File: src/rtl/dmx_rx_if.sv
// DMX512 receiver output bundle: slot RAM write port and frame status.
// The receiver drives master; the RAM/copy logic listens on slave.
interface dmx_rx_if;
    logic       wr_en;
    logic [9:0] wr_addr;
    logic [7:0] wr_data;
    logic [7:0] start_code;
    logic       frame_done;
    logic [9:0] slot_count;
    logic       framing_err;
    logic       busy;

    modport master (
        output wr_en, wr_addr, wr_data, start_code,
        output frame_done, slot_count, framing_err, busy
    );
    modport slave (
        input wr_en, wr_addr, wr_data, start_code,
        input frame_done, slot_count, framing_err, busy
    );
endinterface

File: src/rtl/dmx_rx.sv
// DMX512 line receiver: BREAK/MAB detect, 8N2 deserialiser, slot RAM writer.
// Frames end on the zero byte the next BREAK looks like, or after the last slot.
module dmx_rx #(
    parameter int CLK_FREQ     = 12090000,
    parameter int BAUD_RATE    = 250000,
    parameter int BREAK_MIN_US = 88,
    parameter int MAX_SLOTS    = 512
) (
    input  logic     clk,
    input  logic     rst,
    input  logic     rx,
    input  logic     enable,
    dmx_rx_if.master bus
);
    localparam int BIT_TIME  = CLK_FREQ / BAUD_RATE;
    localparam int HALF_BIT  = BIT_TIME / 2;
    localparam int BREAK_MIN = (CLK_FREQ / 1000000) * BREAK_MIN_US;
    localparam int BRK_LOW   = 9 * BIT_TIME + HALF_BIT;
    localparam int CNT_MAX   = (BREAK_MIN > BRK_LOW) ? BREAK_MIN : BRK_LOW;
    localparam int CW        = $clog2(CNT_MAX + 1);

    typedef enum logic [2:0] {
        S_IDLE, S_BREAK, S_MAB, S_START, S_DATA, S_STOP, S_WAIT
    } state_t;

    state_t        state, state_n;
    logic [CW-1:0] cnt, cnt_n;
    logic [2:0]    bit_idx, bit_n;
    logic [7:0]    shreg, sh_n;
    logic [9:0]    slot_idx, slot_n;
    logic          pend, pend_n;
    logic          rx_m, rx_s;

    logic       wr_en_q, wr_en_n;
    logic [9:0] wr_addr_q, wr_addr_n;
    logic [7:0] wr_data_q, wr_data_n;
    logic [7:0] sc_q, sc_n;
    logic       fd_q, fd_n;
    logic [9:0] cnt_q, cnt_out_n;
    logic       fe_q, fe_n;

    logic tick_half, tick_bit, stop_tick;

    assign tick_half = (cnt == CW'(HALF_BIT - 1));
    assign tick_bit  = (cnt == CW'(BIT_TIME - 1));
    assign stop_tick = enable && (state == S_STOP) && tick_bit;

    always_ff @(posedge clk or posedge rst) begin
        if (rst) begin
            rx_m      <= 1'b1;
            rx_s      <= 1'b1;
            state     <= S_IDLE;
            cnt       <= '0;
            bit_idx   <= '0;
            shreg     <= '0;
            slot_idx  <= '0;
            pend      <= 1'b0;
            wr_en_q   <= 1'b0;
            wr_addr_q <= '0;
            wr_data_q <= '0;
            sc_q      <= '0;
            fd_q      <= 1'b0;
            cnt_q     <= '0;
            fe_q      <= 1'b0;
        end else begin
            rx_m      <= rx;
            rx_s      <= rx_m;
            state     <= state_n;
            cnt       <= cnt_n;
            bit_idx   <= bit_n;
            shreg     <= sh_n;
            slot_idx  <= slot_n;
            pend      <= pend_n;
            wr_en_q   <= wr_en_n;
            wr_addr_q <= wr_addr_n;
            wr_data_q <= wr_data_n;
            sc_q      <= sc_n;
            fd_q      <= fd_n;
            cnt_q     <= cnt_out_n;
            fe_q      <= fe_n;
        end
    end

    always_comb begin
        state_n = state;
        cnt_n   = cnt;
        bit_n   = bit_idx;
        sh_n    = shreg;
        slot_n  = slot_idx;
        pend_n  = 1'b0;
        if (!enable) begin
            state_n = S_IDLE;
        end else begin
            unique case (state)
                S_IDLE: begin
                    if (!rx_s) begin
                        state_n = S_BREAK;
                        cnt_n   = '0;
                    end
                end
                S_BREAK: begin
                    if (rx_s)
                        state_n = (cnt >= CW'(BREAK_MIN)) ? S_MAB : S_IDLE;
                    else if (cnt < CW'(BREAK_MIN))
                        cnt_n = cnt + 1'b1;
                end
                S_MAB: begin
                    if (!rx_s) begin
                        state_n = S_START;
                        cnt_n   = '0;
                        slot_n  = '0;
                    end
                end
                S_START: begin
                    if (tick_half) begin
                        cnt_n = '0;
                        bit_n = '0;
                        if (!rx_s)
                            state_n = S_DATA;
                        else
                            state_n = (slot_idx == '0) ? S_MAB : S_WAIT;
                    end else begin
                        cnt_n = cnt + 1'b1;
                    end
                end
                S_DATA: begin
                    if (tick_bit) begin
                        cnt_n = '0;
                        sh_n  = {rx_s, shreg[7:1]};
                        bit_n = bit_idx + 3'd1;
                        if (bit_idx == 3'd7)
                            state_n = S_STOP;
                    end else begin
                        cnt_n = cnt + 1'b1;
                    end
                end
                S_STOP: begin
                    if (!tick_bit) begin
                        cnt_n = cnt + 1'b1;
                    end else if (rx_s) begin
                        slot_n = slot_idx + 10'd1;
                        if (slot_idx == 10'(MAX_SLOTS)) begin
                            state_n = S_IDLE;
                            pend_n  = 1'b1;
                        end else begin
                            state_n = S_WAIT;
                        end
                    end else begin
                        // Line has been low since the start bit edge.
                        state_n = S_BREAK;
                        cnt_n   = CW'(BRK_LOW);
                    end
                end
                S_WAIT: begin
                    if (!rx_s) begin
                        state_n = S_START;
                        cnt_n   = '0;
                    end
                end
                default: state_n = S_IDLE;
            endcase
        end
    end

    always_comb begin
        wr_en_n   = 1'b0;
        wr_addr_n = wr_addr_q;
        wr_data_n = wr_data_q;
        sc_n      = sc_q;
        fd_n      = 1'b0;
        cnt_out_n = cnt_q;
        fe_n      = 1'b0;
        if (enable && pend) begin
            fd_n      = 1'b1;
            cnt_out_n = '0;
        end
        if (stop_tick) begin
            if (rx_s) begin
                if (slot_idx == '0) begin
                    sc_n = shreg;
                end else begin
                    wr_en_n   = 1'b1;
                    wr_addr_n = slot_idx - 10'd1;
                    wr_data_n = shreg;
                end
            end else begin
                fe_n = 1'b1;
                if (slot_idx > 10'd1) begin
                    fd_n      = 1'b1;
                    cnt_out_n = slot_idx - 10'd1;
                end
            end
        end
    end

    assign bus.wr_en       = wr_en_q;
    assign bus.wr_addr     = wr_addr_q;
    assign bus.wr_data     = wr_data_q;
    assign bus.start_code  = sc_q;
    assign bus.frame_done  = fd_q;
    assign bus.slot_count  = cnt_q;
    assign bus.framing_err = fe_q;
    assign bus.busy        = (state != S_IDLE);
endmodule
File: src/flat_wrapper.sv
// flat-port wrapper written by rule: the top's interface ports become plain ports
module dmx_rx_flat 
#(
    parameter int CLK_FREQ     = 12090000,
    parameter int BAUD_RATE    = 250000,
    parameter int BREAK_MIN_US = 88,
    parameter int MAX_SLOTS    = 512
)
  (clk, rst, rx, enable, bus_wr_en, bus_wr_addr, bus_wr_data, bus_start_code, bus_frame_done, bus_slot_count, bus_framing_err, bus_busy);
  dmx_rx_if bus_i ();
  input  logic clk;
  input  logic rst;
  input  logic rx;
  input  logic enable;
  output wire logic [$bits(bus_i.wr_en)-1:0] bus_wr_en;
  output wire logic [$bits(bus_i.wr_addr)-1:0] bus_wr_addr;
  output wire logic [$bits(bus_i.wr_data)-1:0] bus_wr_data;
  output wire logic [$bits(bus_i.start_code)-1:0] bus_start_code;
  output wire logic [$bits(bus_i.frame_done)-1:0] bus_frame_done;
  output wire logic [$bits(bus_i.slot_count)-1:0] bus_slot_count;
  output wire logic [$bits(bus_i.framing_err)-1:0] bus_framing_err;
  output wire logic [$bits(bus_i.busy)-1:0] bus_busy;
  assign bus_wr_en = bus_i.wr_en;
  assign bus_wr_addr = bus_i.wr_addr;
  assign bus_wr_data = bus_i.wr_data;
  assign bus_start_code = bus_i.start_code;
  assign bus_frame_done = bus_i.frame_done;
  assign bus_slot_count = bus_i.slot_count;
  assign bus_framing_err = bus_i.framing_err;
  assign bus_busy = bus_i.busy;
  dmx_rx #(.CLK_FREQ(CLK_FREQ), .BAUD_RATE(BAUD_RATE), .BREAK_MIN_US(BREAK_MIN_US), .MAX_SLOTS(MAX_SLOTS)) u_core (.clk(clk), .rst(rst), .rx(rx), .enable(enable), .bus(bus_i));
endmodule
File: config.mk
export PLATFORM = sky130hd
export DESIGN_NAME = dmx_rx_flat
export DESIGN_NICKNAME = d
export VERILOG_FILES = /design/src/rtl/dmx_rx_if.sv /design/src/rtl/dmx_rx.sv /design/src/flat_wrapper.sv
export SDC_FILE = /design/constraint.sdc
export NUM_CORES = 1
export LEC_CHECK = 0
export ABC_CLOCK_PERIOD_IN_PS = 4000
export CAP_MARGIN = 20
export CORE_ASPECT_RATIO = 2
export CORE_MARGIN = 4
export CORE_UTILIZATION = 50
export CTS_BUF_LIST = sky130_fd_sc_hd__clkbuf_4
export DETAILED_ROUTE_END_ITERATION = 16
export PLACE_DENSITY = 0.72
export SLEW_MARGIN = 20
export SYNTH_ARGS = -nofsm -noshare
export SYNTH_HDL_FRONTEND = slang
export SYNTH_SLANG_ARGS = --single-unit
File: constraint.sdc
create_clock -name clk -period 4 [get_ports clk]
set_input_delay 0.6 -clock clk [delete_from_list [all_inputs] [get_ports clk]]
set_output_delay 0.6 -clock clk [all_outputs]
set_load 0.05 [all_outputs]
; Yosys cells after proc, flatten, opt, wreduce, memory -nomap -nowiden
; Index checks and enable logic that the tools add are counted.
[totals]
regBits = 77
out_inout_bits = 40
[classes]
add_sub_neg = 4
n_lt_le_gt_ge = 3
n_eq_ne = 26
mux = 47
bitwise_logic = 1
n_reduce_logical = 18
[ops]
columns = op, n
row1 = 11-bit 2-to-1 mux, 7
row2 = 10-bit 2-to-1 mux, 7
row3 = 11-bit one-hot mux with 5 select lines, 1
row4 = 3-bit 2-to-1 mux, 14
row5 = 10-bit one-hot mux with 2 select lines, 1
row6 = 3-bit one-hot mux with 6 select lines, 1
row7 = "3-bit by 2-bit inequality test with 1-bit output, second input constant", 5
row8 = 1-bit 2-to-1 mux, 14
row9 = "3-bit equality test, second input constant", 4
row10 = "11-bit by 1-bit adder with 11-bit output, second input constant", 1
row11 = "11-bit by 5-bit equality test with 1-bit output, second input constant", 1
row12 = "11-bit by 6-bit equality test with 1-bit output, second input constant", 1
row13 = "11-bit >= comparator, second input constant", 1
row14 = "11-bit less-than comparator, second input constant", 1
row15 = "10-bit by 1-bit adder with 10-bit output, second input constant", 1
row16 = "10-bit equality test, second input constant", 1
row17 = "10-bit by 1-bit greater-than comparator with 1-bit output, second input constant", 1
row18 = 10-bit logical NOT, 1
row19 = "2-bit by 1-bit inequality test with 1-bit output, second input constant", 5
row20 = "10-bit by 1-bit subtractor with 10-bit output, second input constant", 1
row21 = "3-bit inequality test, second input constant", 3
row22 = 3-bit AND reduction, 3
row23 = 7-bit AND reduction, 1
row24 = "3-bit by 2-bit equality test with 1-bit output, second input constant", 2
row25 = 16 further kinds, 21

; Depth between registers and ports, before layout
; Gate-level depths: netlist (run 1).
[depth]
ltp_word = 6
mapped_depth = 9

; Worst setup path before layout (run 1)
; OpenSTA, ideal clock, no wires.
[synth_path]
path_kind = reg-to-reg
startpoint = register u_core.cnt[0]
endpoint = register u_core.slot_idx[8]
setup_ps = 66
t_arrival_ps = 2216
t_required_ps = 3934
setup_slack_ps = 1718
path_stages_with_launch = 8
n_path_buf = 1
cell_sequence = dfrtp_1 -> ha_1 -> and4b_1 -> clkbuf_1 -> a41oi_4 -> or4_4 -> or4_1 -> nand2_1
[synth_via]
elab_chain_cells = 3
[synth_lines]
columns = item, line_no
row1 = start: declaration, dmx_rx.sv:27  ; logic [CW-1:0] cnt, cnt_n;
row2 = start signal: assignment, dmx_rx.sv:69  ; cnt <= cnt_n;
row3 = 11-bit by 6-bit equality test with 1-bit output, dmx_rx.sv:45  ; assign tick_bit = (cnt == CW'(BIT_TIME - 1));
row4 = 2-bit by 1-bit inequality test with 1-bit output (no line), -
row5 = 5-bit AND reduction (no line), -
row6 = end signal: assignment, dmx_rx.sv:72  ; slot_idx <= slot_n;
row7 = end: declaration, dmx_rx.sv:30  ; logic [9:0] slot_idx, slot_n;
; Every way passes these cells.
; A chain may end at the register's enable or synchronous reset.

; Final worst setup path (run 1)
[layout_path]
startpoint = register u_core.state[1]
endpoint = output bus_busy
[layout_via]
elab_chain_cells = 1
[layout_lines]
columns = item, line_no
row1 = start: declaration, dmx_rx.sv:26  ; state_t state, state_n;
row2 = start signal: assignment, dmx_rx.sv:68  ; state <= state_n;
row3 = 3-bit nonzero test, dmx_rx.sv:203  ; assign bus.busy = (state != S_IDLE);
row4 = end: declaration, flat_wrapper.sv:22  ; output wire logic [$bits(bus_i.busy)-1:0] bus_busy;
; Every way passes these cells.

==> results of run 1 <==
==> layout make-up <==
cell class,instances,area (um^2)
fill,690,3230
clock buffer,9,67.6
multi-input combinational,275,1980
timing repair buffer,48,468
inverter,18,68.8
tap,96,120
sequential,77,1930
clock inverter,7,80.1
antenna,1,2.50
==> flip-flops by register name (all words and copies together), names as in the netlist <==
name and count:
u_core.bus.slot_count 10, u_core.state 3, u_core.bus.frame_done 1, u_core.cnt 11
u_core.pend 1, u_core.rx_s 1, u_core.shreg 8, u_core.bus.start_code 8
u_core.bus.framing_err 1, u_core.bit_idx 3, u_core.bus.wr_addr 10, u_core.bus.wr_en 1
u_core.slot_idx 10, u_core.rx_m 1, u_core.bus.wr_data 8
==> cell usage in the layout, fill, tap and decap left out, types with 8 or more instances in the layout <==
| cell | netlist | final |
|---|---|---|
| ha_1 | 8 | 8 |
| inv_1 | 18 | 17 |
| nor4_1 | 8 | 8 |
| nand4_1 | 15 | 15 |
| mux2_2 | 24 | 24 |
| o211ai_1 | 16 | 16 |
| clkdlybuf4s50_1 | 0 | 43 |
| mux2i_1 | 16 | 16 |
| nor2_1 | 20 | 20 |
| nand3_1 | 11 | 11 |
| nand2_1 | 36 | 36 |
| xor2_1 | 9 | 9 |
| o21ai_0 | 18 | 18 |
| dfrtp_1 | 75 | 75 |
| clkbuf_4 | 0 | 9 |
==> metrics by stage <==
stage / util / instance area (um^2)
6_report: 0.593 / 4710
5_1_grt: 0.593 / 4710
4_1_cts: 0.593 / 4710
3_5_place_dp: 0.574 / 4560
3_3_place_gp: 0.574 / 4560
2_1_floorplan: - / 4060
==> critical path, delay by kind of cell (launching register included) <==
| kind | cells | cell delay, ns |
|---|---|---|
| buf+inv | 2 | 1.03 |
| flops | 1 | 0.75 |
| simple gates | 1 | 0.12 |
==> power groups by stage <==
stage / Clock [uW] / Sequential, uW / Combinational, uW
floorplan: 0 / 819 / 90.3
global placement: 0 / 830 / 110
detailed placement: 0 / 832 / 113
CTS: 522 / 817 / 113
global route: 561 / 820 / 126
finish: 511 / 818 / 112
==> how the worst max path moves through the flow <==
stage	to	cells after the start	from	slack, ns
global placement	u_core.bus.start_code[5]$_DFFE_PP0P_	4	enable	1.28
global route	u_core.bus.start_code[4]$_DFFE_PP0P_	6	u_core.cnt[0]$_DFFE_PP0P_	0.92
detailed placement	u_core.bus.start_code[4]$_DFFE_PP0P_	5	u_core.cnt[6]$_DFFE_PP0P_	1.18
CTS	bus_busy	3	u_core.state[1]$_DFFE_PP0P_	1.10
finish	bus_busy	3	u_core.state[1]$_DFFE_PP0P_	1.08
floorplan	u_core.bit_idx[0]$_DFFE_PP0P_	1	rst	1.44
==> per-layer routing <==
layer	global-route usage	wire, um	vias up	part of all wire
li1	-	-	1509	-
met1	0.227	3560	1607	0.36
met2	0.399	5690	93	0.57
met3	0.0342	300	33	0.030
met4	0.133	444	0	0.044
met5	0	0	-	0
==> cells by family after synthesis <==
kind of cell               after synthesis  share of synthesized area
and+or+nand+nor                        140                      0.193
xor gates and xnor gates                15                     0.0323
AOI/OAI and AO/OA                       72                      0.128
muxes                                   40                      0.106
buffers and inverters                   42                     0.0404
DFF                                     77                      0.475
adders and majority gates                8                     0.0246
==> impl_results.md, run 1 <==
* Core area at 7940 um^2
* Final Hold Viols at 0
* Share of power burned in the clock network at 0.355
* Final Max Tran Viols at 0
* Ratio of cells with drive above 1 in the final layout at 0.124
* Grt ovf at 0
* Total power at 1440 uW
* Reg2reg setup slack at 1.16 ns
* Most used flip-flop cell after synthesis: dfrtp_1
* Slowest CP cell: clkdlybuf4s50_1
* Worst-Margin Slew at 0.779 ns
* Area grow syn2layout at 16.0%
* Worst Hold Class: flop to flop
* Clk root buf: clkbuf_4
* Setup repair bufs after CTS at 0
* Worst skew pair latency at 0.43 ns
* Via count at 3242
* Initial core utilization at 0.511
* Top post-synthesis cells by area: dfrtp_1, mux2_2, mux2i_1, nand2_1, o211ai_1
* DRT antenna net count at 0
* Die width at 71.7 um
* Setup crit end kind: primary output
* Gr usage total at 0.218
* Routability cong. at 0.922
* DR WL/cell at 18.8 um
* Fin cells at 531
* R2R depth at 5
* Final Cycle Share at 0.729
* Hold Path Origin: u_core.rx_m$_DFF_PP1_
* Top-count cell post-synth: dfrtp_1
* CP Max Fanout at 21
* DRC Markers at 0
* Synth area leader: dfrtp_1
* Final TNS setup at 0 ns
* Setup Skew at 0.0256 ns
* Clock sink count at 77
* Kind of start point of the critical path: flop
* Async S/R FF share, synth at 1.00
* Critical Path AT at 2.32 ns
* Final setup violating endpoints at 0
* Maximum vdd drop at 251 uV
* R2R Path End: u_core.bus.start_code[4]$_DFFE_PP0P_
* Internal at 1070 uW
* Initial antenna violation count at 1
* Crit-path cells: inv_1 > nand2_1 > clkdlybuf4s50_1
* Comb pwr share at 0.078
* Sw Ratio at 0.256
* Largest net degree at the start of global routing at 40
* Top-area cell type share of the netlist area at 0.462
* H-Tree Level Count at 3
* Synth warn at 0
* IO Port Bufs at 43
* PwrDens at 306 nW/um^2
* Synth top cells by count: dfrtp_1, nand2_1, mux2_2
* Pleak at 0.00221 uW
* P_sw at 370 uW
* Num rows at 46
* Net Count, Synth at 406
* Final setup margin at 1.08 ns
* FF+latch count, synth at 77
* Unrepaired setup endpoints after global routing: false
* Distinct cells, synth at 59
* Number of synthesized flops with an enable pin at 0
* # resized after CTS at 0
* Global-route wire length before repair at 16500 um
* Cts hold-fix bufs at 0
* Sequential share of power at 0.567
* Mean Syn Cell Area at 10.3 um^2
* Starting DRT DRC Count at 258
* Critical Path RT at 3.40 ns
* Drt first pass iters at 4
* Slew HR at 0.478
* Worst slack at placement at 1.18 ns
* Reg clk slew, reported paths at 0.12 ns
* CTS tree: yes
* Vias/cell at 6.11
* Max incr delay on CP at 0.80 ns
* HPWL after DPL at 7420 um
* Hold EP: u_core.rx_s$_DFF_PP1_
* Vias in the first global route at 3350
* Register area share after synthesis at 0.475
* Final wirelength at 9990 um
* Die area at 9720 um^2
* # IOs at 44
* Run status: complete, no violations
* Clock buffer depth at 2
* FF-to-FF Start: u_core.cnt[6]$_DFFE_PP0P_
* MaxCap Viol Count at 0
* Cells after Synth at 394
* Cts bufs inserted at 9
* Min cycle time layout at 2.92 ns
* Nets@finish at 441
* Placed cells at 514
* Fmax at 343 MHz
* Die height at 135 um
* Hold depth at 0
* Worst hold margin at 0.370 ns
* Critical path class: flop to primary output
* Synthesized cell area at 4060 um^2
(Power assumes the default switching activity.)
==> inputs of run 2 (changes only) <==
--- a/config.mk
+++ b/config.mk
@@ -5,7 +5,7 @@
 export SDC_FILE = /design/constraint.sdc
 export NUM_CORES = 1
 export LEC_CHECK = 0
-export ABC_CLOCK_PERIOD_IN_PS = 4000
+export ABC_CLOCK_PERIOD_IN_PS = 2850
 export CAP_MARGIN = 20
 export CORE_ASPECT_RATIO = 2
 export CORE_MARGIN = 4
==> constraint.sdc (replaced) <==
create_clock -name clk -period 2.85 [get_ports clk]
set_input_delay 0.4275 -clock clk [delete_from_list [all_inputs] [get_ports clk]]
set_output_delay 0.4275 -clock clk [all_outputs]
set_load 0.05 [all_outputs]
==> run 2 against run 1 <==
Against the previous run: clock power grew 50%; core utilization is 1.6 points higher; global-route usage up 0.39 points; worst setup slack got worse by 0.79 ns; first-iteration DRC count is 37% lower; non-clock buffer count up 11; worst hold slack worse by 0.14 ns; die area stayed put; routed wire length grew 0.70%; critical path type unchanged; critical endpoint unchanged; largest power group unchanged.
==> impl_results.md, run 2 (same netlist as run 1, synthesis figures left out) <==
* # resized after CTS at 0 (unchanged)
* Num rows at 46 (unchanged)
* Cts bufs inserted at 9 (unchanged)
* P_sw at 555 uW (+50%)
* Die area at 9720 um^2 (unchanged)
* Maximum vdd drop at 343 uV (+37%)
* Die width at 71.7 um (unchanged)
* Clock sink count at 77 (unchanged)
* Comb pwr share at 0.083 (+0.005)
* Setup repair bufs after CTS at 0 (unchanged)
* Setup crit end kind: primary output
* Gr usage total at 0.222 (+0.00393)
* Nets@finish at 452 (+2.5%)
* Final Max Tran Viols at 0 (unchanged)
* Kind of start point of the critical path: flop
* MaxCap Viol Count at 0 (unchanged)
* Commonest non-fill, non-tap cells in the layout: dfrtp_1, clkdlybuf4s50_1, nand2_1
* Critical Path AT at 2.13 ns (-0.19 ns)
* Worst skew pair latency at 0.43 ns (about the same)
* CP Max Fanout at 14 (-33%)
* Slowest CP cell: clkdlybuf4s50_1
* Final wirelength at 10100 um (+0.70%)
* Final setup violating endpoints at 0 (unchanged)
* Fmax at 391 MHz
* Final Hold Viols at 0 (unchanged)
* Area grow syn2layout at 19.1%
* Starting DRT DRC Count at 163 (-37%)
* Critical path buffers and inverters at 2 (unchanged)
* Vias in the first global route at 3479 (+3.9%)
* Ratio of cells with drive above 1 in the final layout at 0.155 (+0.0306)
* Drt first pass iters at 4 (unchanged)
* Run status: complete, no violations
* Worst Hold Class: primary input to asynchronous set/reset pin
* DRT antenna net count at 0 (unchanged)
* IO Port Bufs at 43 (unchanged)
* Crit-path cells: inv_1 > nand2_1 > clkdlybuf4s50_1
* Cts hold-fix bufs at 0 (unchanged)
* Clock buffer depth at 2 (unchanged)
* Pleak at 0.00228 uW (+3.1%)
* DR WL/cell at 18.6 um (-1.3%)
* Final TNS setup at 0 ns (unchanged)
* Worst-Margin Slew at 0.763 ns (-0.0154 ns)
* Reg with most FFs: u_core.cnt
* CTS tree: yes
* DRC Markers at 0 (unchanged)
* PwrDens at 430 nW/um^2 (+41%)
* Sequential share of power at 0.549 (-0.018)
* Largest register FFs at 11 (unchanged)
* Largest net degree at the start of global routing at 66 (+65%)
* Internal at 1530 uW (+42%)
* Clk root buf: clkbuf_4
* # IOs at 44 (unchanged)
* Vias/cell at 5.94 (-2.7%)
* Die height at 135 um (unchanged)
* Critical path's top delay family: buffers and inverters
* Initial core utilization at 0.511 (unchanged)
* Initial antenna violation count at 1 (unchanged)
* Fill cells at 682 (-1.2%)
* Critical Path RT at 2.42 ns (-0.98 ns)
* Via count at 3221 (-0.65%)
* Min cycle time layout at 2.56 ns
* Global-route wire length before repair at 16700 um (+1.4%)
* Sw Ratio at 0.267 (+0.0103)
* HPWL after DPL at 7530 um (+1.5%)
* Routability cong. at 0.925 (+0.29%)
* Commonest non-fill, non-tap cell in the layout: dfrtp_1
* Max incr delay on CP at 0.80 ns (about the same)
* Unrepaired setup endpoints after global routing: false
* Core area at 7940 um^2 (unchanged)
* Grt ovf at 0 (unchanged)
* Critical path class: flop to primary output
* Share of power burned in the clock network at 0.368 (+0.013)
* Final Cycle Share at 0.897
* H-Tree Level Count at 3 (unchanged)
* Slew HR at 0.490 (+0.0119)
* Reg clk slew, reported paths at 0.13 ns (about the same)
* Setup Skew at 0.0129 ns (-0.0126 ns)
* Worst hold margin at 0.226 ns (-0.144 ns)
==> run 2: per-layer routing <==
metal	routed length, um	global-route usage	vias to the layer above
met5	0	0	-
met4	384	0.126	0
met3	239	0.0431	25
met2	5850	0.405	60
met1	3590	0.230	1603
li1	-	-	1533
==> run 2: stage by stage <==
stage	util	total power (uW)	setup slack [ns]	area [um^2]	instances
global route	0.609	2170	0.130	4840	542
finish	0.609	2080	0.294	4840	542
global placement	0.586	1330	0.378	4660	525
CTS	0.609	2100	0.256	4830	541
detailed placement	0.588	1340	0.330	4670	525
floorplan	-	1280	0.459	4060	394
==> run 2: path summary, 6_finish.rpt <==
path                                             start                                    to  slack, ns  cells after the start
max in group asynchronous                          rst                 u_core.rx_s$_DFF_PP1_       2.00                      3
min in group clk                 u_core.rx_m$_DFF_PP1_                 u_core.rx_s$_DFF_PP1_       0.37                      0
hold reg to reg                  u_core.rx_m$_DFF_PP1_                 u_core.rx_s$_DFF_PP1_       0.37                      0
setup reg to reg             u_core.cnt[6]$_DFFE_PP0P_  u_core.bus.start_code[2]$_DFFE_PP0P_       0.30                      5
setup / recovery           u_core.state[1]$_DFFE_PP0P_                              bus_busy       0.29                      3
hold / removal                                     rst     u_core.bus.wr_data[6]$_DFFE_PP0P_       0.23                      2
==> run 2: cell type report <==
| type | instances | area (um^2) | share of cell area |
|---|---|---|---|
| multi-input cells | 275 | 1990 | 0.411 |
| flip-flops and latches | 77 | 1930 | 0.399 |
| repair buffers | 59 | 563 | 0.116 |
| well taps | 96 | 120 | 0.0248 |
| clock inverters | 7 | 98.8 | 0.0204 |
| inverters | 18 | 68.8 | 0.0142 |
| clock buffers | 9 | 67.6 | 0.0140 |
| diodes | 1 | 2.50 | 0.000517 |
==> run 2: power by group through the flow <==
stage | logic (uW) | registers, uW | clock network, uW
floorplan | 127 | 1150 | 0
global placement | 168 | 1160 | 0
detailed placement | 172 | 1160 | 0
CTS | 172 | 1140 | 787
global route | 190 | 1150 | 835
finish | 172 | 1140 | 765
